`src/rtl/aes_apb_sequencer_if.sv`:
```
// rtl/aes_apb_sequencer_if.sv - APB requester/completer signal bundle for the AES sequencer
interface aes_apb_sequencer_if #(
  parameter int unsigned APB_ADDR_WIDTH = 32
);
  logic [APB_ADDR_WIDTH-1:0] PADDR;
  logic [2:0]                PSELx;
  logic                      PENABLE;
  logic                      PWRITE;
  logic [31:0]               PWDATA;
  logic [3:0]                PSTRB;
  logic [2:0]                PPROT;
  logic                      PREADY;
  logic                      PSLVERR;
  logic [31:0]               PRDATA;

  modport master (
    output PADDR, PSELx, PENABLE, PWRITE, PWDATA, PSTRB, PPROT,
    input  PREADY, PSLVERR, PRDATA
  );

  modport slave (
    input  PADDR, PSELx, PENABLE, PWRITE, PWDATA, PSTRB, PPROT,
    output PREADY, PSLVERR, PRDATA
  );
endinterface

```
`src/rtl/aes_apb_sequencer.sv`:
```
// rtl/aes_apb_sequencer.sv - APB requester running one AES-128 encryption per req (optional watchdog: AES_SEQ_TIMEOUT_EN)
module aes_apb_sequencer #(
  parameter int unsigned APB_ADDR_WIDTH = 32,
  parameter logic [2:0]  AES_PSEL       = 3'b001,
  parameter logic [31:0] AES_BASE       = 32'h0,
  parameter int unsigned POLL_GAP       = 4
`ifdef AES_SEQ_TIMEOUT_EN
  , parameter int unsigned TIMEOUT_CYCLES = 1024
`endif
) (
  input  logic                       PCLK,
  input  logic                       PRESETn,
  input  logic                       req,
  input  logic                       key_load,
  input  logic [127:0]               key,
  input  logic [127:0]               pt,
  output logic                       busy,
  output logic                       done,
  output logic                       err,
  output logic [127:0]               ct,
  aes_apb_sequencer_if.master        apb
);

  typedef enum logic [2:0] {
    S_IDLE, S_WR_KEY, S_WR_PT, S_WR_CTRL, S_POLL, S_GAP, S_RD_CT, S_FIN
  } state_e;

  state_e                    state_q, state_d;
  logic [1:0]                idx_q, idx_d;
  logic [7:0]                gap_q, gap_d;
  logic [127:0]              key_q, key_d;
  logic [127:0]              pt_q, pt_d;
  logic [95:0]               ctbuf_q, ctbuf_d;
  logic [127:0]              ct_q, ct_d;
  logic                      busy_q, busy_d;
  logic                      done_q, done_d;
  logic                      err_q, err_d;
  logic [APB_ADDR_WIDTH-1:0] paddr_q, paddr_d;
  logic [2:0]                psel_q, psel_d;
  logic                      penable_q, penable_d;
  logic                      pwrite_q, pwrite_d;
  logic [31:0]               pwdata_q, pwdata_d;
  logic [3:0]                pstrb_q, pstrb_d;

  logic                      go;
  state_e                    go_state;
  logic [1:0]                go_idx;
  logic                      abort;
  logic [31:0]               off;
  logic                      expired;

  function automatic logic [31:0] word_sel(input logic [127:0] d, input logic [1:0] i);
    case (i)
      2'd0:    return d[127:96];
      2'd1:    return d[95:64];
      2'd2:    return d[63:32];
      default: return d[31:0];
    endcase
  endfunction

`ifdef AES_SEQ_TIMEOUT_EN
  // Watchdog spans the whole polling phase; it saturates so the abort waits for any open transfer.
  logic [31:0] tmo_q, tmo_d;
  assign expired = (tmo_q >= 32'(TIMEOUT_CYCLES - 1));

  always_comb begin
    tmo_d = tmo_q;
    if (state_q == S_WR_CTRL) begin
      tmo_d = 32'd0;
    end else if ((state_q == S_POLL || state_q == S_GAP) && !expired) begin
      tmo_d = tmo_q + 32'd1;
    end
  end
`else
  assign expired = 1'b0;
`endif

  always_comb begin
    state_d   = state_q;
    idx_d     = idx_q;
    gap_d     = gap_q;
    key_d     = key_q;
    pt_d      = pt_q;
    ctbuf_d   = ctbuf_q;
    ct_d      = ct_q;
    busy_d    = busy_q;
    done_d    = 1'b0;
    err_d     = 1'b0;
    paddr_d   = paddr_q;
    psel_d    = psel_q;
    penable_d = penable_q;
    pwrite_d  = pwrite_q;
    pwdata_d  = pwdata_q;
    pstrb_d   = pstrb_q;
    go        = 1'b0;
    go_state  = S_IDLE;
    go_idx    = 2'd0;
    abort     = 1'b0;
    off       = 32'd0;

    case (state_q)
      S_IDLE: begin
        if (req) begin
          key_d    = key;
          pt_d     = pt;
          busy_d   = 1'b1;
          go       = 1'b1;
          go_state = key_load ? S_WR_KEY : S_WR_PT;
        end
      end
      S_GAP: begin
        if (expired) begin
          abort = 1'b1;
        end else if (gap_q == 8'd0) begin
          go       = 1'b1;
          go_state = S_POLL;
        end else begin
          gap_d = gap_q - 8'd1;
        end
      end
      S_FIN: state_d = S_IDLE;
      default: begin
        if (!penable_q) begin
          penable_d = 1'b1;
        end else if (apb.PREADY) begin
          if (apb.PSLVERR) begin
            abort = 1'b1;
          end else begin
            case (state_q)
              S_WR_KEY: begin
                go       = 1'b1;
                go_idx   = idx_q + 2'd1;
                go_state = (idx_q == 2'd3) ? S_WR_PT : S_WR_KEY;
              end
              S_WR_PT: begin
                go       = 1'b1;
                go_idx   = idx_q + 2'd1;
                go_state = (idx_q == 2'd3) ? S_WR_CTRL : S_WR_PT;
              end
              S_WR_CTRL: begin
                go       = 1'b1;
                go_state = S_POLL;
              end
              S_POLL: begin
                if (apb.PRDATA[0]) begin
                  go       = 1'b1;
                  go_state = S_RD_CT;
                end else if (expired) begin
                  abort = 1'b1;
                end else if (POLL_GAP == 0) begin
                  go       = 1'b1;
                  go_state = S_POLL;
                end else begin
                  state_d   = S_GAP;
                  gap_d     = 8'(POLL_GAP - 1);
                  psel_d    = 3'b000;
                  penable_d = 1'b0;
                end
              end
              S_RD_CT: begin
                // ct is published as a whole on the last word so it never shows a partial result.
                if (idx_q == 2'd3) begin
                  ct_d      = {ctbuf_q, apb.PRDATA};
                  done_d    = 1'b1;
                  busy_d    = 1'b0;
                  state_d   = S_FIN;
                  psel_d    = 3'b000;
                  penable_d = 1'b0;
                end else begin
                  case (idx_q)
                    2'd0:    ctbuf_d[95:64] = apb.PRDATA;
                    2'd1:    ctbuf_d[63:32] = apb.PRDATA;
                    default: ctbuf_d[31:0]  = apb.PRDATA;
                  endcase
                  go       = 1'b1;
                  go_idx   = idx_q + 2'd1;
                  go_state = S_RD_CT;
                end
              end
              default: ;
            endcase
          end
        end
      end
    endcase

    if (abort) begin
      state_d   = S_FIN;
      err_d     = 1'b1;
      busy_d    = 1'b0;
      psel_d    = 3'b000;
      penable_d = 1'b0;
    end

    // Launch the SETUP phase of the next transfer.
    if (go) begin
      state_d   = go_state;
      idx_d     = go_idx;
      psel_d    = AES_PSEL;
      penable_d = 1'b0;
      pwrite_d  = 1'b1;
      pstrb_d   = 4'hF;
      pwdata_d  = 32'd0;
      case (go_state)
        S_WR_KEY: begin
          off      = {28'd0, go_idx, 2'b00};
          pwdata_d = word_sel(key_d, go_idx);
        end
        S_WR_PT: begin
          off      = 32'h10 + {28'd0, go_idx, 2'b00};
          pwdata_d = word_sel(pt_d, go_idx);
        end
        S_WR_CTRL: begin
          off      = 32'h20;
          pwdata_d = 32'h1;
        end
        S_POLL: begin
          off      = 32'h24;
          pwrite_d = 1'b0;
          pstrb_d  = 4'h0;
        end
        default: begin
          off      = 32'h30 + {28'd0, go_idx, 2'b00};
          pwrite_d = 1'b0;
          pstrb_d  = 4'h0;
        end
      endcase
      paddr_d = APB_ADDR_WIDTH'(AES_BASE + off);
    end
  end

  always_ff @(posedge PCLK or negedge PRESETn) begin
    if (!PRESETn) begin
      state_q   <= S_IDLE;
      idx_q     <= 2'd0;
      gap_q     <= 8'd0;
      key_q     <= '0;
      pt_q      <= '0;
      ctbuf_q   <= '0;
      ct_q      <= '0;
      busy_q    <= 1'b0;
      done_q    <= 1'b0;
      err_q     <= 1'b0;
      paddr_q   <= '0;
      psel_q    <= 3'b000;
      penable_q <= 1'b0;
      pwrite_q  <= 1'b0;
      pwdata_q  <= '0;
      pstrb_q   <= 4'h0;
`ifdef AES_SEQ_TIMEOUT_EN
      tmo_q     <= '0;
`endif
    end else begin
      state_q   <= state_d;
      idx_q     <= idx_d;
      gap_q     <= gap_d;
      key_q     <= key_d;
      pt_q      <= pt_d;
      ctbuf_q   <= ctbuf_d;
      ct_q      <= ct_d;
      busy_q    <= busy_d;
      done_q    <= done_d;
      err_q     <= err_d;
      paddr_q   <= paddr_d;
      psel_q    <= psel_d;
      penable_q <= penable_d;
      pwrite_q  <= pwrite_d;
      pwdata_q  <= pwdata_d;
      pstrb_q   <= pstrb_d;
`ifdef AES_SEQ_TIMEOUT_EN
      tmo_q     <= tmo_d;
`endif
    end
  end

  assign busy        = busy_q;
  assign done        = done_q;
  assign err         = err_q;
  assign ct          = ct_q;
  assign apb.PADDR   = paddr_q;
  assign apb.PSELx   = psel_q;
  assign apb.PENABLE = penable_q;
  assign apb.PWRITE  = pwrite_q;
  assign apb.PWDATA  = pwdata_q;
  assign apb.PSTRB   = pstrb_q;
  assign apb.PPROT   = 3'b000;

endmodule
```
`src/flat_wrapper.sv`:
```
// flat-port wrapper written by rule: the top's interface ports become plain ports
module aes_apb_sequencer_flat 
#(
  parameter int unsigned APB_ADDR_WIDTH = 32,
  parameter logic [2:0]  AES_PSEL       = 3'b001,
  parameter logic [31:0] AES_BASE       = 32'h0,
  parameter int unsigned POLL_GAP       = 4

)
  (PCLK, PRESETn, req, key_load, key, pt, busy, done, err, ct, apb_PADDR, apb_PSELx, apb_PENABLE, apb_PWRITE, apb_PWDATA, apb_PSTRB, apb_PPROT, apb_PREADY, apb_PSLVERR, apb_PRDATA);
  aes_apb_sequencer_if #(.APB_ADDR_WIDTH(APB_ADDR_WIDTH)) apb_i ();
  input  logic PCLK;
  input  logic PRESETn;
  input  logic req;
  input  logic key_load;
  input  logic [127:0] key;
  input  logic [127:0] pt;
  output logic busy;
  output logic done;
  output logic err;
  output logic [127:0] ct;
  output wire logic [$bits(apb_i.PADDR)-1:0] apb_PADDR;
  output wire logic [$bits(apb_i.PSELx)-1:0] apb_PSELx;
  output wire logic [$bits(apb_i.PENABLE)-1:0] apb_PENABLE;
  output wire logic [$bits(apb_i.PWRITE)-1:0] apb_PWRITE;
  output wire logic [$bits(apb_i.PWDATA)-1:0] apb_PWDATA;
  output wire logic [$bits(apb_i.PSTRB)-1:0] apb_PSTRB;
  output wire logic [$bits(apb_i.PPROT)-1:0] apb_PPROT;
  input wire logic [$bits(apb_i.PREADY)-1:0] apb_PREADY;
  input wire logic [$bits(apb_i.PSLVERR)-1:0] apb_PSLVERR;
  input wire logic [$bits(apb_i.PRDATA)-1:0] apb_PRDATA;
  assign apb_PADDR = apb_i.PADDR;
  assign apb_PSELx = apb_i.PSELx;
  assign apb_PENABLE = apb_i.PENABLE;
  assign apb_PWRITE = apb_i.PWRITE;
  assign apb_PWDATA = apb_i.PWDATA;
  assign apb_PSTRB = apb_i.PSTRB;
  assign apb_PPROT = apb_i.PPROT;
  assign apb_i.PREADY = apb_PREADY;
  assign apb_i.PSLVERR = apb_PSLVERR;
  assign apb_i.PRDATA = apb_PRDATA;
  aes_apb_sequencer #(.APB_ADDR_WIDTH(APB_ADDR_WIDTH), .AES_PSEL(AES_PSEL), .AES_BASE(AES_BASE), .POLL_GAP(POLL_GAP)) u_core (.PCLK(PCLK), .PRESETn(PRESETn), .req(req), .key_load(key_load), .key(key), .pt(pt), .busy(busy), .done(done), .err(err), .ct(ct), .apb(apb_i));
endmodule
```
`config.mk`:
```
export PLATFORM = sky130hd
export DESIGN_NAME = aes_apb_sequencer_flat
export DESIGN_NICKNAME = d
export VERILOG_FILES = /design/src/rtl/aes_apb_sequencer_if.sv /design/src/rtl/aes_apb_sequencer.sv /design/src/flat_wrapper.sv
export SDC_FILE = /design/constraint.sdc
export NUM_CORES = 1
export LEC_CHECK = 0
export ABC_AREA = 1
export CAP_MARGIN = 20
export CORE_MARGIN = 1.5
export CORE_UTILIZATION = 35
export DETAILED_ROUTE_END_ITERATION = 10
export GPL_ROUTABILITY_DRIVEN = 0
export PLACE_DENSITY = 0.64
export SETUP_SLACK_MARGIN = 0.4
export SLEW_MARGIN = 20
export SYNTH_ARGS = -nofsm -noshare
export SYNTH_HDL_FRONTEND = slang
export SYNTH_SLANG_ARGS = --single-unit
export TNS_END_PERCENT = 100
```
`constraint.sdc`:
```
create_clock -name PCLK -period 2.7 [get_ports PCLK]
set_clock_uncertainty 0.1 [all_clocks]
set_input_delay 0.54 -clock PCLK [delete_from_list [all_inputs] [get_ports PCLK]]
set_output_delay 0.54 -clock PCLK [all_outputs]
set_load 0.05 [all_outputs]
```
==> results of run 1 <==
timing repair:
action | 4_1_cts | 5_1_grt
endpoints found under the setup margin | 191 | 42
pin swaps | 3 | 13
endpoints found under the hold margin | 34 | 0
setup buffers | 5 | 21
gates resized for setup | 202 | 47
cloned | 3 | 3
hold buffers | 1 | 0
power groups by stage:
| stage | logic (mW) | clock network, mW | registers (mW) |
|---|---|---|---|
| after floorplan | 5.26 | 0 | 12.0 |
| after global placement | 9.36 | 0 | 11.4 |
| after detailed placement | 9.47 | 0 | 11.4 |
| after CTS | 9.48 | 8.28 | 11.3 |
| after global routing | 11.0 | 8.61 | 11.6 |
| final | 10.0 | 8.15 | 11.3 |
cells by family (layout without fill, tap and decap cells):
logic type | after synthesis | count (layout)
buf+inv | 302 | 827
flops | 535 | 535
simple gates | 1570 | 1570
xor+xnor | 1 | 1
compound gates | 310 | 310
fa+ha+maj | 4 | 4
other cells | 1 | 40
cell usage after synthesis:
cell      number
nand3_1      137
inv_2          9
buf_2         60
clkbuf_1      59
buf_4         43
dfrtp_1      535
o21ai_4        1
a21oi_1       41
xor2_1         1
inv_1        112
nor3_2         1
ha_1           4
conb_1         1
nand3_2        1
o21ai_1       27
or2_2         55
nor2_1        39
buf_1          3
nor3_1         2
o31ai_1        2
nand4_1        9
nor3b_1        3
nand2_2       10
o211ai_1       6
o21ai_0      230
nor2_4         3
a21boi_0       1
a21oi_2        1
or2_1          3
nand2_1     1299
buf_6         16
o21bai_1       1
nand2_4        1
nor2_2         7
metrics by stage:
stage / setup WS [ns] / util [%] / area (um^2) / cells / hold slack [ns]
after floorplan: 0.653 / - / 23000 / 2755 / 0.144
after global placement: 0.0138 / 44.9 / 28900 / 3998 / 0.348
after detailed placement: 0.00142 / 44.9 / 28900 / 3998 / 0.351
after CTS: 0.323 / 47.9 / 30900 / 4111 / 0.328
after global routing: 0.373 / 48.5 / 31300 / 4141 / 0.346
final: 0.419 / 48.5 / 31300 / 4142 / 0.335
final timing paths:
check / cells after the start / slack (ns) / to / startpoint
setup / recovery: 1 / 0.42 / apb_PWDATA[10] / u_core.apb.PWDATA[10]
max in group asynchronous: 3 / 1.23 / u_core.state_q[0] / PRESETn
min in group PCLK: 2 / 0.35 / u_core.ct[44] / u_core.ctbuf_q[12]
hold reg to reg: 2 / 0.35 / u_core.ct[44] / u_core.ctbuf_q[12]
setup reg to reg: 11 / 0.46 / u_core.apb.PWDATA[21] / u_core.state_q[2]
hold / removal: 2 / 0.34 / u_core.pt_q[124] / PRESETn
sequential cells by signal (all words and copies together), names as in the netlist, 2 cells and up:
name	flops
u_core.apb.PWDATA	32
u_core.state_q	3
u_core.gap_q	8
u_core.key_q	128
u_core.idx_q	2
u_core.ctbuf_q	96
u_core.apb.PADDR	4
u_core.pt_q	128
u_core.ct	128
layer usage:
metal | routed length [um] | GRT usage, %
met5 | 12 | 0
met4 | 3240 | 9.45
met3 | 6090 | 4.55
met2 | 36700 | 35.9
met1 | 33700 | 31.8
area by class of cell:
type / count / area (um^2)
antenna: 7 / 17.5
clock buffer: 77 / 1610
clock inverter: 27 / 340
fill: 6195 / 33200
inverter: 121 / 464
multi-input combinational: 1918 / 8270
sequential: 535 / 13400
tap: 855 / 1070
timing repair buffer: 602 / 6110
layout by cell type (no fill, tap or decap), drive strengths merged, types with 10 or more instances in the layout:
cell,count
a21oi,42
buf,131
clkbuf,84
clkdlybuf4s15,10
clkdlybuf4s50,292
clkinv,17
conb,33
dfrtp,535
dlygate4sd2,159
inv,123
nand2,1310
nand3,138
nor2,49
o21ai,258
or2,58
==> results.txt, run 1 <==
The run finished with clean final reports. The xor/xnor share of the synthesized area is 0.0383%. Relative to the synthesized area, the layout overhead comes to 36.8%. After floorplanning, the core was divided into between 90 and 100 placement rows. The number of sinks driven by the clock tree came out at around 540. After global routing the overflow that remains totals 0. Once the floorplan was initialized, standard cells occupied 35.5% of the core. The port buffer count is 467. The worst setup path is launched from a register. The worst slew slack as a fraction of its limit came out at a little under three fifths. The area fraction in compound gates after synthesis came out at 6.96%. The clock transition at the registers of the reported paths came out at 0.06 ns.

For this design the static power due to leakage is 16.2 nW. The detailed-route wire length is between 70000 and 80000 um. The power per standard cell area came out at roughly 940 mW/mm^2. Traced cell by cell, the critical path runs through clkdlybuf4s15_1.

The number of global-route vias before repair is 19200. The total number of nets in the final design came out at 3532. Summing the areas of all fa, ha and maj instances in the mapped netlist gives 0.219% of the synthesized area.

The maximum number of pins on one net before global-route repair is 70. The DRC violation count after routing is 0. Counting every instance in the synthesized netlist gives 2723. The number of warnings reported in the yosys synthesis log is 0. The number of top-level design ports came out at 501.

The aggregate negative setup slack came out at 0 ns. The region available for standard cell placement spans 0.0645 mm^2. The required time of the critical path is 2.06 ns.

The number of optimization iterations in the first detailed-route pass is 5. The share of total power in the clock network is 27.6%. The internal power came out at roughly 19 mW. The wire length of the first global-routing pass came out at 118000 um.

The netlist area before placement came out at around 0.023 mm^2. In this run, the number of DRC markers left after iteration 0 of detailed routing was around 1900. After detailed routing, the number of vias per cell comes to 4.86. The transition time at the pin with the least slew margin came out at 0.669 ns. The portion of total power attributed to combinational logic came out at 33.9%. The die extent in y is about 260 um.

The number of distinct library cells after synthesis is 34. STA classifies the critical path endpoint as a primary output. In the synthesized netlist, mux cells make up 0% of the area. The minimum period implied by the final worst setup slack is 2.28 ns. In this run the deepest clock path goes through 3 buffers. The die covers 0.0669 mm^2. The CTS tree is yes. The slowest stage of the critical path belongs to the cell clkdlybuf4s15_1. In this run the clock root is driven by a clkbuf_16. The number of buffers and inverters on the critical path is 1. Setup repair after global routing could not meet its margin everywhere. The wire length per cell after detailed routing is 19.3 um.

The net switching power of the design came out at 10.9 mW. For the worst-skew pair, the clock arrives at the later sink with an insertion delay of roughly 0.65 ns. After synthesis, the cell types taking the most area are dfrtp_1 (59%), nand2_1 (21%), o21ai_0 (5.0%). The largest fanout of any net on the critical path came out at 2. The total CTS buffers is 56.

Of the total power, the share spent switching nets is 36.9%. The half-perimeter wire length of the detailed placement result is 56700 um. The antenna violation net count after detailed routing is 0. The top-area cell type share of the netlist area is 58.6%.

The top cell family by delay on the critical path is buffers and inverters. The number of max-slew violations in the final report was 0. The tool flagged a number of max-cap violations equal to 0. VDD sags by at most 0.576 mV. After synthesis, the largest family of logic cells by area is simple AND/OR/NAND/NOR gates.

The simple-gate area share of the yosys netlist is 27.7%. The number of storage elements in the synthesis netlist is 535. The critical path in this run is classified as register to primary output.

After layout, the worst path uses 84.5% of the clock period. The share of layout cells above drive strength 1 is 11.0%. Setup violations remaining at the end of the flow were counted as 0. The chip width is 259 um. The min-delay analysis places its worst path in the category input port to async pin.

The cell type contributing the most total cell area after synthesis is dfrtp_1. A synthesized cell averages 8.40 um^2. STA puts the critical path data arrival time at 1.64 ns. The detailed-route via count came out at 20100.

For this run, the total global-route usage over all layers was measured as approximately 23%. Timing would allow up to 438 MHz. The clock tree synthesis step divided the H-tree into 2 levels. The final number of hold-violating endpoints is 0. The total power came out at 29.5 mW. The initial antenna violation count was 9.

The sequential power share came out at 38.4%. The longest individual stage delay on the worst path came out at about 0.54 ns. Sequential elements use 58.6% of the synthesized area.
Power figures use the tool's default switching activity.
==> inputs of run 2 (changes only) <==
--- a/config.mk
+++ b/config.mk
@@ -11,7 +11,7 @@
 export CORE_UTILIZATION = 35
 export DETAILED_ROUTE_END_ITERATION = 10
 export GPL_ROUTABILITY_DRIVEN = 0
-export PLACE_DENSITY = 0.64
+export PLACE_DENSITY = 0.66
 export SETUP_SLACK_MARGIN = 0.4
 export SLEW_MARGIN = 20
 export SYNTH_ARGS = -nofsm -noshare
==> constraint.sdc (replaced) <==
create_clock -name PCLK -period 2 [get_ports PCLK]
set_clock_uncertainty 0.1 [all_clocks]
set_input_delay 0.4 -clock PCLK [delete_from_list [all_inputs] [get_ports PCLK]]
set_output_delay 0.4 -clock PCLK [all_outputs]
set_load 0.05 [all_outputs]
==> run 2 against run 1 <==
Against the previous run:
- the run now ends with negative setup slack left
- critical path depth grew 14
- first-iteration DRC count rose by 8.1%
- sequential share of layout area is 4.9 points lower
- sequential power grew 37%
- hold slack worse by 0.089 ns
- via count up 6.9%
- non-clock buffer count rose by 207
- flip-flop and latch count did not move
- clock power grew 37%
- final area rose by 13%
- utilization increased by 6.2 points
- count of clock-buffer cells in the layout up 5
- critical path type is now register to register
- critical endpoint is now u_core.apb.PWDATA[12]
- largest power group is now combinational cells
==> results.txt, run 2 (synthesized netlist as in run 1, its figures left out) <==
The net switching power of the design is 16.9 mW (was 10.9 mW). The CTS tree is yes (unchanged). The clock root buffer is clkbuf_16 (unchanged). The startpoint type of the worst setup path was a register (unchanged). The share of total power in the clock network came out at 24.6% (was 27.6%). The number of top-level design ports is 501 (unchanged). The number of rows in the core area came out at 93 (unchanged). The CTS H-tree depth was 2 (unchanged). The wire length of the first global-routing pass came to 121000 um (was 118000 um). The category of the most critical setup path is register to register (was register to primary output). The worst hold margin came out at 0.247 ns (was 0.335 ns).

The most utilized layer in the global route result is met2 (unchanged). The final worst setup slack is -0.315 ns (was 0.419 ns). The wire length per cell after detailed routing came out at 20.3 um (was 19.3 um). The leakage power figure came out at 18.0 nW (was 16.2 nW).

The via density per instance is 4.95 (was 4.86). The global-route track usage on met2 is 37.5% (was 35.9%). The half-perimeter wire length of the detailed placement result came out at 54800 um (was 56700 um). The total CTS buffers is 59 (was 56). The total of fill cells in the finished design came out at 5684 (was 6195).

The antenna violation net count after detailed routing is 0 (unchanged). The peak supply drop is 0.721 mV (was 0.576 mV). The internal power came out at 28.8 mW (was 18.6 mW). The post-route fraction of the period consumed by the critical path came out at 116%. The clock latency on the worst-skew pair is 0.62 ns (was 0.65 ns).

The all-layer global routing usage is 23.7% (was 23.2%). The power per standard cell area is 1290 mW/mm^2 (was 944 mW/mm^2). The final core utilization came to 54.7% (was 48.5%). The sequential power share came out at 34.0% (was 38.4%). The violation count after the first detailed-route iteration came out at 2061 (was 1907). The chip width is 259 um (unchanged). The detailed-route via count came out at 21500 (was 20100). The maximum number of pins on one net before global-route repair is 66 (was 70). The data arrival time of the critical path came to 2.71 ns (was 1.64 ns). The DRC violation count after routing is 0 (unchanged). The final reports fail on negative setup slack.

Most frequent cells in the layout: nand2_1 (1196), dfrtp_1 (531), buf_4 (330), clkdlybuf4s50_1 (292), o21ai_0 (151) (was nand2_1 (1288), dfrtp_1 (532), clkdlybuf4s50_1 (292), o21ai_0 (222), dlygate4sd2_1 (159)). The required time of the critical path is 2.39 ns (was 2.06 ns). The number of global-route vias before repair is 20400 (was 19200). The worst slack after detailed placement is -0.915 ns (was 0.00142 ns). The routed design could run at a clock period as short as 2.31 ns. The met1 demand-to-capacity share in global routing was 31.0% (was 31.8%). The number of optimization iterations in the first detailed-route pass is 6 (was 5).

The port buffer count is 467 (unchanged). The achievable clock frequency came out at roughly 430 MHz. The full die area is 0.0669 mm^2 (unchanged). The portion of total power attributed to combinational logic came to 41.4% (was 33.9%).

The detailed-route wire length came out at 88100 um (was 79800 um). The most common library cell in the layout ignoring fill and taps is nand2_1 (unchanged). The setup violation total in the final timing report came to 195 (was 0). The layout overhead on the synthesized area is 54.3% (was 36.8%). The number of max-slew violations in the final report was 0 (unchanged).

The largest fanout of any net on the critical path came out at 7 (was 2). The initial antenna violation count came out at 14 (was 9). The final number of hold-violating endpoints is 0 (unchanged). The die extent in y came to 259 um (unchanged). The core area is 0.0645 mm^2 (unchanged).

The worst hold path class is input port to async pin (unchanged). The met3 track demand over resource in global routing came out at 5.98% (was 4.55%). The starting utilization of the core area came to 35.5% (unchanged).

The total power is 45.6 mW (was 29.5 mW). The number of sinks driven by the clock tree came out at 535 (unchanged). The clock transition at the registers of the reported paths came out at 0.06 ns (about the same). The share of layout cells above drive strength 1 is 27.8% (was 11.0%). RSZ-0062 raised after global routing: true (unchanged). The aggregate global routing overflow is 0 (unchanged). The type of destination of the critical path is a register (was primary output). The total number of nets in the final design came out at 3745 (was 3532).

The max-cap check violation count came out at 0 (unchanged). The number of buffers on the longest clock path came out at 3 (unchanged). The switching share of power is 36.9% (about the same). Outcome: complete, but fails checks (was finished clean).
[run 2: worst paths after layout]
kind | slack (ns) | cells after the start | start | endpoint
worst max-delay path | -0.31 | 15 | u_core.state_q[1] | u_core.apb.PWDATA[12]
worst min-delay path | 0.25 | 2 | PRESETn | u_core.ctbuf_q[9]
worst max register to register | -0.31 | 15 | u_core.state_q[1] | u_core.apb.PWDATA[12]
worst min register to register | 0.36 | 2 | u_core.ctbuf_q[21] | u_core.ct[53]
max in group asynchronous | 0.74 | 3 | PRESETn | u_core.pt_q[30]
min in group PCLK | 0.25 | 3 | pt[35] | u_core.pt_q[35]
[run 2: worst max-delay path, cell delays in order (launching register included)]
cell,delay (ns)
dfrtp_2,0.46
buf_6,0.16
inv_4,0.03
buf_6,0.11
nand2_2,0.05
nand4_1,0.15
nand2_4,0.13
buf_8,0.14
o21ai_4,0.06
buf_12,0.15
buf_12,0.13
buf_16,0.14
nand2_2,0.06
nand3_2,0.09
nand2_4,0.11
nand3_1,0.08
[run 2: repair_timing]
action,CTS,global route
endpoints found under the hold margin,88,0
setup buffers,45,29
gates cloned,11,33
pin swaps,54,50
gates resized for setup,479,279
endpoints found under the setup margin,705,705
hold buffers,1,0
[run 2: metal layers]
metal / up-vias / wire length [um]
li1: 9916 / -
met1: 10300 / 34900
met2: 1126 / 41600
met3: 177 / 7890
met4: 8 / 3660
met5: - / 48
[run 2: area by class of cell]
class,instances,area [um^2],area share (%)
sequential,535,13400,38.0
multi-input combinational,1920,9620,27.3
timing repair buffer,809,8690,24.6
clock buffer,82,1710,4.86
tap,855,1070,3.03
inverter,121,498,1.41
clock inverter,19,264,0.748
timing repair inverter,1,16.3,0.0461
antenna,5,12.5,0.0355
[run 2: power groups by stage]
stage | logic (mW) | clock network, mW | registers [mW]
2_1_floorplan | 7.37 | 0 | 16.3
3_3_place_gp | 14.2 | 0 | 15.4
3_5_place_dp | 14.5 | 0 | 15.4
4_1_cts | 16.3 | 11.4 | 15.4
5_1_grt | 20.3 | 11.8 | 15.8
6_report | 18.9 | 11.2 | 15.5
[run 2: per-stage QoR]
stage / TNS [ns] / instance area [um^2] / instances
6_report: -15.80 / 35300 / 4347
5_1_grt: -31.65 / 35300 / 4346
3_3_place_gp: -139.96 / 29700 / 4122
4_1_cts: -7.20 / 33200 / 4280
3_5_place_dp: -141.97 / 29700 / 4122
2_1_floorplan: 0 / 23200 / 2755
